**config.mk**
```make
export PLATFORM = sky130hd
export DESIGN_NAME = mem_port_arbiter
export DESIGN_NICKNAME = d
export VERILOG_FILES = /design/src/rtl/friscv_pkg.sv /design/src/rtl/mux_2_way.sv /design/src/rtl/mem_port_arbiter.sv
export SDC_FILE = /design/constraint.sdc
export NUM_CORES = 1
export LEC_CHECK = 0
export ABC_AREA = 1
export BUFFER_PORTS_ARGS = -buffer_cell sky130_fd_sc_hd__buf_2
export CAP_MARGIN = 20
export CELL_PAD_IN_SITES_DETAIL_PLACEMENT = 1
export CELL_PAD_IN_SITES_GLOBAL_PLACEMENT = 2
export CORE_UTILIZATION = 11
export DETAILED_ROUTE_END_ITERATION = 8
export GPL_TIMING_DRIVEN = 1
export PLACE_DENSITY = 0.9
export SLEW_MARGIN = 25
export SYNTH_ARGS = -nofsm -noshare
export SYNTH_HDL_FRONTEND = slang
export SYNTH_SLANG_ARGS = --single-unit
```
**constraint.sdc**
```tcl
create_clock -name clk -period 2.17 [get_ports clk]
set_clock_uncertainty 0.2 [all_clocks]
set_input_delay 0.1085 -clock clk [delete_from_list [all_inputs] [get_ports clk]]
set_output_delay 0.1085 -clock clk [all_outputs]
set_load 0.01 [all_outputs]
```
**src/rtl/friscv_pkg.sv**
```systemverilog
// Shared types and constants for the core's memory-side blocks.
package friscv_pkg;

  // Memory port arbiter: idle, or waiting on the response for the I or D owner.
  typedef enum logic [1:0] {
    ARB_IDLE   = 2'd0,
    ARB_WAIT_I = 2'd1,
    ARB_WAIT_D = 2'd2
  } arb_state_t;

  // Values of the arbiter's select line for the memory-side muxes.
  localparam logic ARB_SEL_INSTR = 1'b0;
  localparam logic ARB_SEL_DATA  = 1'b1;

endpackage

```
**src/rtl/mux_2_way.sv**
```systemverilog
// Generic two-input mux; sel_in = 0 picks a_in, sel_in = 1 picks b_in.
module mux_2_way #(
  parameter int unsigned WIDTH = 32
) (
  input  logic [WIDTH-1:0] a_in,
  input  logic [WIDTH-1:0] b_in,
  input  logic             sel_in,
  output logic [WIDTH-1:0] y_out
);

  // Plain select.
  always_comb begin
    y_out = sel_in ? b_in : a_in;
  end

endmodule

```
**src/rtl/mem_port_arbiter.sv**
```systemverilog
// Arbitrates one single-port memory between the fetch (I) and load/store (D)
// requesters. One transaction outstanding at a time; the response is routed
// back to its owner, D-side starvation of fetch is bounded by a streak
// counter, and a silent memory is recovered from by a wait timeout.
module mem_port_arbiter
  import friscv_pkg::*;
#(
  parameter int unsigned ADDR_WIDTH     = 32,
  parameter int unsigned DATA_WIDTH     = 32,
  parameter int unsigned MAX_D_STREAK   = 4,
  parameter int unsigned TIMEOUT_CYCLES = 16
) (
  input  logic                    clk,
  input  logic                    rst_n,
  // Fetch requester
  input  logic                    i_req_in,
  input  logic [ADDR_WIDTH-1:0]   i_addr_in,
  output logic                    i_gnt_out,
  output logic                    i_rvalid_out,
  output logic [DATA_WIDTH-1:0]   i_rdata_out,
  // Load/store requester
  input  logic                    d_req_in,
  input  logic                    d_we_in,
  input  logic [ADDR_WIDTH-1:0]   d_addr_in,
  input  logic [DATA_WIDTH-1:0]   d_wdata_in,
  input  logic [DATA_WIDTH/8-1:0] d_be_in,
  output logic                    d_gnt_out,
  output logic                    d_rvalid_out,
  output logic [DATA_WIDTH-1:0]   d_rdata_out,
  // Memory side
  output logic                    mem_req_out,
  output logic                    mem_we_out,
  output logic [DATA_WIDTH/8-1:0] mem_be_out,
  output logic [ADDR_WIDTH-1:0]   mem_addr_out,
  output logic [DATA_WIDTH-1:0]   mem_wdata_out,
  input  logic                    mem_rvalid_in,
  input  logic [DATA_WIDTH-1:0]   mem_rdata_in,
  // Status
  output logic                    sel_out,
  output logic                    err_out
);

  localparam int unsigned WaitW   = $clog2(TIMEOUT_CYCLES + 1);
  localparam int unsigned StreakW = (MAX_D_STREAK > 0) ? $clog2(MAX_D_STREAK + 1) : 1;

  localparam logic [StreakW-1:0] StreakMax = StreakW'(MAX_D_STREAK);
  // Abort fires in the wait cycle where the counter would reach TIMEOUT_CYCLES.
  localparam logic [WaitW-1:0]   WaitLast  = WaitW'(TIMEOUT_CYCLES - 1);

  arb_state_t          state_q, state_d;
  logic [WaitW-1:0]    wait_q, wait_d;
  logic [StreakW-1:0]  streak_q, streak_d;

  logic                win_i;
  logic                win_d;
  logic                timeout;
  logic [ADDR_WIDTH-1:0] mux_addr;
  logic [DATA_WIDTH-1:0] mux_wdata;

  // Winner selection; only meaningful in ARB_IDLE.
  always_comb begin
    win_i = 1'b0;
    win_d = 1'b0;
    if (state_q == ARB_IDLE) begin
      if (d_req_in && !(i_req_in && (streak_q == StreakMax))) begin
        win_d = 1'b1;
      end else if (i_req_in) begin
        win_i = 1'b1;
      end
    end
  end

  // A response in the expiry cycle takes priority over the abort.
  assign timeout = (state_q != ARB_IDLE) && !mem_rvalid_in && (wait_q == WaitLast);

  // State and counter registers.
  always_ff @(posedge clk or negedge rst_n) begin
    if (!rst_n) begin
      state_q  <= ARB_IDLE;
      wait_q   <= '0;
      streak_q <= '0;
    end else begin
      state_q  <= state_d;
      wait_q   <= wait_d;
      streak_q <= streak_d;
    end
  end

  // Next-state logic.
  always_comb begin
    state_d = state_q;
    unique case (state_q)
      ARB_IDLE: begin
        if (win_d) begin
          state_d = ARB_WAIT_D;
        end else if (win_i) begin
          state_d = ARB_WAIT_I;
        end
      end
      ARB_WAIT_I, ARB_WAIT_D: begin
        if (mem_rvalid_in || timeout) begin
          state_d = ARB_IDLE;
        end
      end
      default: state_d = ARB_IDLE;
    endcase
  end

  // Wait and streak counters.
  always_comb begin
    wait_d   = wait_q;
    streak_d = streak_q;
    if (state_q == ARB_IDLE || mem_rvalid_in || timeout) begin
      wait_d = '0;
    end else begin
      wait_d = wait_q + 1'b1;
    end
    if (win_i) begin
      streak_d = '0;
    end else if (win_d) begin
      if (!i_req_in) begin
        streak_d = '0;
      end else if (streak_q != StreakMax) begin
        streak_d = streak_q + 1'b1;
      end
    end
  end

  // Outputs; everything is forced low while reset is asserted.
  always_comb begin
    i_gnt_out    = 1'b0;
    i_rvalid_out = 1'b0;
    i_rdata_out  = '0;
    d_gnt_out    = 1'b0;
    d_rvalid_out = 1'b0;
    d_rdata_out  = '0;
    mem_req_out  = 1'b0;
    mem_we_out   = 1'b0;
    mem_be_out   = '0;
    sel_out      = ARB_SEL_INSTR;
    err_out      = 1'b0;
    if (rst_n) begin
      unique case (state_q)
        ARB_IDLE: begin
          i_gnt_out   = win_i;
          d_gnt_out   = win_d;
          mem_req_out = win_i | win_d;
          sel_out     = win_d ? ARB_SEL_DATA : ARB_SEL_INSTR;
          mem_we_out  = win_d & d_we_in;
          mem_be_out  = win_d ? d_be_in : '0;
        end
        ARB_WAIT_I: begin
          sel_out = ARB_SEL_INSTR;
          if (mem_rvalid_in) begin
            i_rvalid_out = 1'b1;
            i_rdata_out  = mem_rdata_in;
          end else if (timeout) begin
            i_rvalid_out = 1'b1;
            err_out      = 1'b1;
          end
        end
        ARB_WAIT_D: begin
          sel_out = ARB_SEL_DATA;
          if (mem_rvalid_in) begin
            d_rvalid_out = 1'b1;
            d_rdata_out  = mem_rdata_in;
          end else if (timeout) begin
            d_rvalid_out = 1'b1;
            err_out      = 1'b1;
          end
        end
        default: ;
      endcase
    end
  end

  mux_2_way #(
    .WIDTH (ADDR_WIDTH)
  ) u_addr_mux (
    .a_in   (i_addr_in),
    .b_in   (d_addr_in),
    .sel_in (sel_out),
    .y_out  (mux_addr)
  );

  mux_2_way #(
    .WIDTH (DATA_WIDTH)
  ) u_wdata_mux (
    .a_in   ('0),
    .b_in   (d_wdata_in),
    .sel_in (sel_out),
    .y_out  (mux_wdata)
  );

  // Address and write data are only driven alongside a request.
  assign mem_addr_out  = mem_req_out ? mux_addr : '0;
  assign mem_wdata_out = mem_req_out ? mux_wdata : '0;

endmodule

```
==> metrics, run 1 <==
sequential power share=10.0%; number of vias after detailed routing=roughly 3600; Netlist Area Pre-Place=a little over 0.002 sq mm; TritonCTS clock tree=yes; CP Class=register to output port; total overflow reported by the global router=0; register-to-register path setup slack=0.37 ns; Placed Cells=929; launch instance of the worst register-to-register path=wait_q[0]; core region area=between 0.015 and 0.02 sq mm; detailed-route vias per instance=roughly 3.8; Post-synth EDFFs=0; die width=about 140 um; synth warn=0; switching part of the total power=roughly half; Routed WL=between 10000 and 15000 um; slew of the pin with the lowest slew margin=between 0.5 and 0.6 ns; violations in the final reports=design-rule violations; Die Outline Area=a little under 0.02 sq mm; Worst Setup Start Kind=register; proportion of synthesized flip-flops having asynchronous set or reset=100.0%; Power Internal=around 1300 uW; Layout fillers=about 2500; final core area utilization=approximately 22%; Port Buffer Count=about 280; Psw=1329 uW; Leakage Power=approximately 0.0025 uW; layout-stage area growth over the synthesis result=93.30%; number of antenna repair diodes=0; number of global-route vias before repair=3582; clock latency of the later-clocked register in the worst-skew pair=approximately 0.24 ns; non-filler cells, final=about 940; Clock Root Buffer=clkbuf_16; I/O pin count=~280; required time reported for the critical path endpoint=around 1.9 ns; worst reg2reg path endpoint=state_q[0]; NumNets Final=roughly 860; Final Hold Vio Count=0; primary flip-flop cell chosen by synthesis mapping=dfrtp_1; areal power density over the cells=about 670 mW/mm^2; routed wire length per instance=roughly 11 um; maximum resistive drop on vdd=between 0.2 and 0.25 mV; Finish-stage setup viols=0; last weighted congestion value of the routability-driven placer=about 0.74; worst-case clock buffer depth=2; Post-Synthesis Net Count=slightly below 600; fmax=about 480 MHz; global-route wire length before repair=16840 um; clock network power share=12.0%; Synth Register Bits=10; outcome=finished, violations left; number of cells on the worst reg-to-reg path=9; Logic pwr share=approximately 78%; Final Slew Violations=0; count of TritonRoute iterations in the first routing pass=7; starting DRC count in detailed routing=129; setup total negative slack=0 ns; half-perimeter wire length after placement=8575 um; fraction of the yosys area taken by sequential cells=around 12%; mean cell area of the mapped netlist=around 4.7 sq um; Post-Syn Instances=about 440; vertical die dimension=approximately 140 um; CTS sink count=10; kind of end point of the critical path=output port; initial core utilization=between 10 and 15%; count of standard-cell rows=49; Hold Crit Start=i_req_in; HP Class=input pin to register; cell count of the worst hold path=3; total CTS buffers=3; ratio of cells with drive above 1 in the final layout=about 45%; pin count of the biggest net entering global routing=34; clock period minus final worst setup slack=2.065 ns; worst min-delay path endpoint=state_q[0]; reported max-cap violation count=0; data arrival time of the critical path=1.76 ns; fin crit share=95.14%; peak fanout along the critical path=33; number of antenna violations at the first check in global routing=0; Post-route DRC=22; Max-Slew Margin vs Limit=about two thirds; Global Route Usage Sum=10.58%; synth unique cells=25; level count of the clock H-tree=1; unrepaired setup endpoints after global routing=false; post-route ant nets=0; Reg clk slew, reported paths=roughly 0.040 ns
## power by group through the flow
stage                     combinational, uW  sequential, uW  clock [uW]
after floorplan                        1160             262           0
after global placement                 1820             266           0
after detailed placement               1830             270           0
after CTS                              2060             266         327
after global routing                   2320             270         336
final                                  2070             265         319
## state kept, by name, summed over array words and instances, names as in the netlist
name and flops:
wait_q 5, streak_q 3, state_q 2
## worst max path at each step
| stage | start | endpoint | slack [ns] | cells past startpoint |
|---|---|---|---|---|
| 2_1_floorplan | state_q[0] | mem_addr_out[10] | 0.32 | 11 |
| 3_3_place_gp | state_q[0] | mem_wdata_out[14] | 0.1 | 9 |
| 3_5_place_dp | state_q[0] | mem_wdata_out[14] | 0.05 | 9 |
| 4_1_cts | state_q[0] | mem_addr_out[15] | 0.01 | 11 |
| 5_1_grt | rst_n | mem_addr_out[26] | 0.01 | 11 |
| 6_report | state_q[1] | d_rdata_out[20] | 0.11 | 6 |
## cells by family (layout without fill, tap and decap cells)
| kind of cell | Yosys count | after routing | synth area share, % |
|---|---|---|---|
| AO/OA/AOI/OAI | 6 | 6 | 1.462 |
| XOR/XNOR | 1 | 1 | 0.4266 |
| adder cells (fa/ha/maj) | 7 | 7 | 4.265 |
| buffers and inverters | 83 | 359 | 18.52 |
| flip-flops | 10 | 10 | 12.19 |
| AND/OR/NAND/NOR | 330 | 331 | 63.13 |
## per-stage QoR
step                power (uW)  instance area (sq um)  worst slack [ns]  hold slack (ns)
floorplan                 1422                   2053            0.3223          -0.3871
global placement          2082                   3709           0.09574          -0.2665
detailed placement        2101                   3709           0.04952          -0.2678
CTS                       2649                   3928           0.01019          0.01068
global route              2924                   3969          0.009810          0.05852
finish                    2657                   3969            0.1054          0.01380
## layout by cell type (no fill, tap or decap), types with 4 or more instances in the layout
cell,count
buf_6,5
buf_2,276
ha_1,6
o21ai_0,5
dfrtp_1,10
nand2_1,138
nand4_1,5
buf_12,4
nor2_1,172
buf_4,11
inv_1,52
## critical path, cell delays in order, from the launching register on
cell     delay, ns
dfrtp_1       0.38
buf_4         0.14
ha_1          0.20
nand2_4       0.13
buf_4         0.35
nor2_1        0.14
buf_2         0.16
## final cells by class
| cell class | count | area (sq um) | share of cell area, % |
|---|---|---|---|
| repair buffers | 300 | 1660 | 41.83 |
| multi-input cells | 345 | 1486 | 37.45 |
| well taps | 229 | 286.5 | 7.219 |
| flip-flops and latches | 10 | 250.2 | 6.305 |
| inverters | 56 | 210.2 | 5.296 |
| clock buffers | 3 | 75.07 | 1.892 |
## timing repair
item | 4_1_cts | 5_1_grt
setup endpoints to repair | 64 | 55
hold buffers | 1 | 0
hold endpoints to repair | 10 | 0
pin swaps | 3 | 1
resized for setup | 12 | 12
cloned | 2 | 0
setup buffers | 9 | 0
## cell usage after synthesis, types with 2 or more instances
| master | count | share of area, % |
|---|---|---|
| nor2_1 | 175 | 32 |
| nand2_1 | 140 | 26 |
| inv_1 | 54 | 9.9 |
| dfrtp_1 | 10 | 12 |
| clkbuf_1 | 8 | 1.5 |
| buf_2 | 7 | 1.7 |
| ha_1 | 7 | 4.3 |
| buf_6 | 6 | 3.3 |
| nand4_1 | 5 | 1.5 |
| o21ai_0 | 5 | 1.2 |
| buf_4 | 4 | 1.5 |
| buf_1 | 2 | 0.37 |
| nand2_2 | 2 | 0.61 |
## metal layers
metal / track usage, % / up-vias / wire (um)
met1: 11.46 / 1558 / 4169
met2: 21.80 / 178 / 5656
li1: - / 1824 / -
met3: 1.830 / 5 / 885
met4: 0.8187 / 0 / 23
met5: 0 / - / 0
Note: power is estimated with default switching activity, not from simulation.
==> run 2: changes to the inputs <==
Settings changed: CORE_ASPECT_RATIO from default to 1.75, CTS_CLUSTER_DIAMETER from default to 30, PLACE_DENSITY 0.9 to 0.79.
==> run 2 against run 1 <==
Compared with the run above: the flow now finishes without violations; sequential share of layout area is essentially flat; total power is essentially flat; combinational power down 2%; worst setup slack lost 0.013 ns; via count is essentially flat; flip-flop and latch count unchanged; maximum frequency decreased by 0.63%; clock power up 15%; die area is 0.11% higher; non-clock buffer count fell by 1; register-to-register slack got worse by 0.04 ns; largest power group unchanged.
==> metrics, run 2 (synthesized netlist as in run 1, its figures left out) <==
cell occurring most often along the worst timing path=buf_4 (unchanged); TritonCTS clock tree=yes (unchanged); slew of the pin with the lowest slew margin=0.5209 ns (was 0.5204 ns); met3 routed WL=804 um (was 885 um); half-perimeter wire length after placement=9034 um (was 8575 um); maximum resistive drop on vdd=0.2140 mV (was 0.2427 mV); Layout fillers=2496 (was 2460); Worst path top cell family by delay=buffers and inverters (unchanged); biggest regs=wait_q: 5 flops, streak_q: 3 flops, state_q: 2 flops (unchanged); Psw=1311 uW (was 1329 uW); Die Outline Area=0.01924 sq mm (was 0.01922 sq mm); NumNets Final=859 (was 861); peak fanout along the critical path=8 (was 33); CP Class=register to output port (unchanged); Routed WL=11040 um (was 10740 um); Clock Root Buffer=clkbuf_16 (unchanged); kind of end point of the critical path=output port (unchanged); outcome=finished clean (was finished, violations left); global-route wire length before repair=16680 um (was 16840 um); Leakage Power=0.002484 uW (was 0.002491 uW); vertical die dimension=182.7 um (was 138.6 um); Most flops, register=wait_q (unchanged); Post-route DRC=0 (was 22); areal power density over the cells=671.1 mW/mm^2 (was 669.4 mW/mm^2); flip-flop count of the largest register after layout=5 (unchanged); most common library cell in the layout ignoring fill and taps=buf_2 (unchanged); Power Internal=1346 uW (was 1328 uW); data arrival time of the critical path=1.77 ns (was 1.76 ns); pin count of the biggest net entering global routing=39 (was 34); final worst-path setup slack=0.09226 ns (was 0.1054 ns); initial core utilization=11.32% (was 11.31%); CTS sink count=10 (unchanged); layout-stage area growth over the synthesis result=92.81% (was 93.30%); total overflow reported by the global router=0 (unchanged); Max-Slew Margin vs Limit=65.28% (was 65.31%); total buffers and inverters traversed by the critical path=4 (was 3); clock latency of the later-clocked register in the worst-skew pair=0.24 ns (about the same); ratio of cells with drive above 1 in the final layout=44.74% (was 44.68%); post-route ant nets=0 (unchanged); list of cells traversed by the critical path=inv_2 -> ha_1 -> nand2_1 -> nand2_8 -> buf_4 -> buf_4 -> nor2_2 -> nor2_1 -> buf_2 (was buf_4 -> ha_1 -> nand2_4 -> buf_4 -> nor2_1 -> buf_2); Final Hold Vio Count=0 (unchanged); clock network power share=13.8% (was 12.0%); level count of the clock H-tree=1 (unchanged); fmax=481.3 MHz (was 484.3 MHz); count of standard-cell rows=65 (was 49); Met2 Wirelength=6280 um (was 5656 um); last weighted congestion value of the routability-driven placer=0.7263 (was 0.7430); number of antenna repair diodes=0 (unchanged); Port Buffer Count=277 (unchanged); worst-case clock buffer depth=2 (unchanged); switching part of the total power=49.35% (was 50.01%); I/O pin count=278 (unchanged); Final Slew Violations=0 (unchanged); largest stage delay on the critical path=0.38 ns (about the same); Finish-stage setup viols=0 (unchanged); reported max-cap violation count=0 (unchanged); number of vias after detailed routing=3567 (was 3565); die width=105.3 um (was 138.6 um); slowest cell on the critical path=dfrtp_1 (unchanged); number of global-route vias before repair=3544 (was 3582); Worst Setup Start Kind=register (unchanged); leading cell types in the layout, fill and taps excluded=buf_2 (277), nor2_1 (171), nand2_1 (140) (was buf_2 (276), nor2_1 (172), nand2_1 (138)); routed wire length per instance=11.66 um (was 11.38 um); Max Used Layer=met4 (unchanged); fin crit share=95.75% (was 95.14%); number of antenna violations at the first check in global routing=0 (unchanged); sequential power share=10.1% (was 10.0%); Logic pwr share=76.0% (was 78.0%); total CTS buffers=3 (unchanged); clock period minus final worst setup slack=2.078 ns (was 2.065 ns); Setup Slack @ Placement=0.1206 ns (was 0.04952 ns); required time reported for the critical path endpoint=1.86 ns (about the same); HP Class=input pin to register (unchanged); count of TritonRoute iterations in the first routing pass=4 (was 7); starting DRC count in detailed routing=100 (was 129); Reg clk slew, reported paths=0.04 ns (about the same); total design power=2657 uW (about the same); detailed-route vias per instance=3.767 (was 3.780); Global Route Usage Sum=10.59% (was 10.58%); M1 WL=3796 um (was 4169 um); core region area=0.01814 sq mm (was 0.01815 sq mm)
## run 2: changes by cell type in the layout (fill, tap and decap cells not counted), sizes merged
| cell | delta |
|---|---|
| buf | -1 |
| clkinv | -1 |
| clkbuf | +1 |
| nand2 | -1 |
| inv | +1 |
## run 2: worst paths after layout
kind | cells past startpoint | to | slack (ns) | start
min in group asynchronous | 2 | state_q[0] | 0.23 | rst_n
worst min-delay path | 3 | state_q[0] | 0.005 | i_req_in
max in group asynchronous | 2 | streak_q[2] | 1.22 | rst_n
worst max-delay path | 9 | mem_addr_out[16] | 0.09 | state_q[0]
worst max register to register | 9 | state_q[1] | 0.33 | wait_q[0]
worst min register to register | 1 | wait_q[0] | 0.26 | wait_q[0]
## run 2: worst reg2reg max path, cell delays in order, from the launching register on
cell,delay [ns]
dfrtp_1,0.39
ha_1,0.22
nand2_1,0.09
nor2_1,0.05
ha_1,0.20
a21oi_1,0.23
nand2_1,0.13
o21ai_0,0.13
nand2_1,0.08
nand2_1,0.06
## run 2: power by group through the flow
| stage | Combinational [uW] | Sequential, uW | Clock, uW |
|---|---|---|---|
| 2_1_floorplan | 1160 | 262 | 0 |
| 3_3_place_gp | 1890 | 267 | 0 |
| 3_5_place_dp | 1900 | 269 | 0 |
| 4_1_cts | 1950 | 266 | 378 |
| 5_1_grt | 2280 | 275 | 383 |
| 6_report | 2020 | 270 | 367 |
## run 2: area by class of cell
type / count / area [sq um] / share of cell area (%)
inverters: 56 / 210.2 / 5.310
well taps: 234 / 292.8 / 7.396
multi-input cells: 344 / 1459 / 36.85
flip-flops and latches: 10 / 250.2 / 6.321
clock buffers: 4 / 88.84 / 2.244
repair buffers: 299 / 1658 / 41.88
## run 2: layer usage
layer  up-vias  GRT usage, %
li1       1810             -
met1      1560         9.944
met2       185         22.82
met3        12         1.564
met4         0         2.648
met5         -             0
## run 2: per-stage QoR
stage	util (%)	instances	TNS, ns	instance area [sq um]	hold slack (ns)
2_1_floorplan	-	437	0	2053	-0.3871
3_3_place_gp	20.66	935	0	3747	-0.1880
3_5_place_dp	20.66	935	0	3747	-0.1896
4_1_cts	21.39	942	0	3880	0.006732
5_1_grt	21.83	947	-0.004590	3959	0.02452
6_report	21.83	947	0	3959	0.005021
## run 2: what timing repair did
action / 4_1_cts / 5_1_grt
hold buffers: 1 / 0
gates resized for setup: 4 / 11
pin swaps: 1 / 3
setup buffers: 2 / 4
endpoints found under the hold margin: 10 / 0
endpoints found under the setup margin: 60 / 65
cloned: 0 / 1
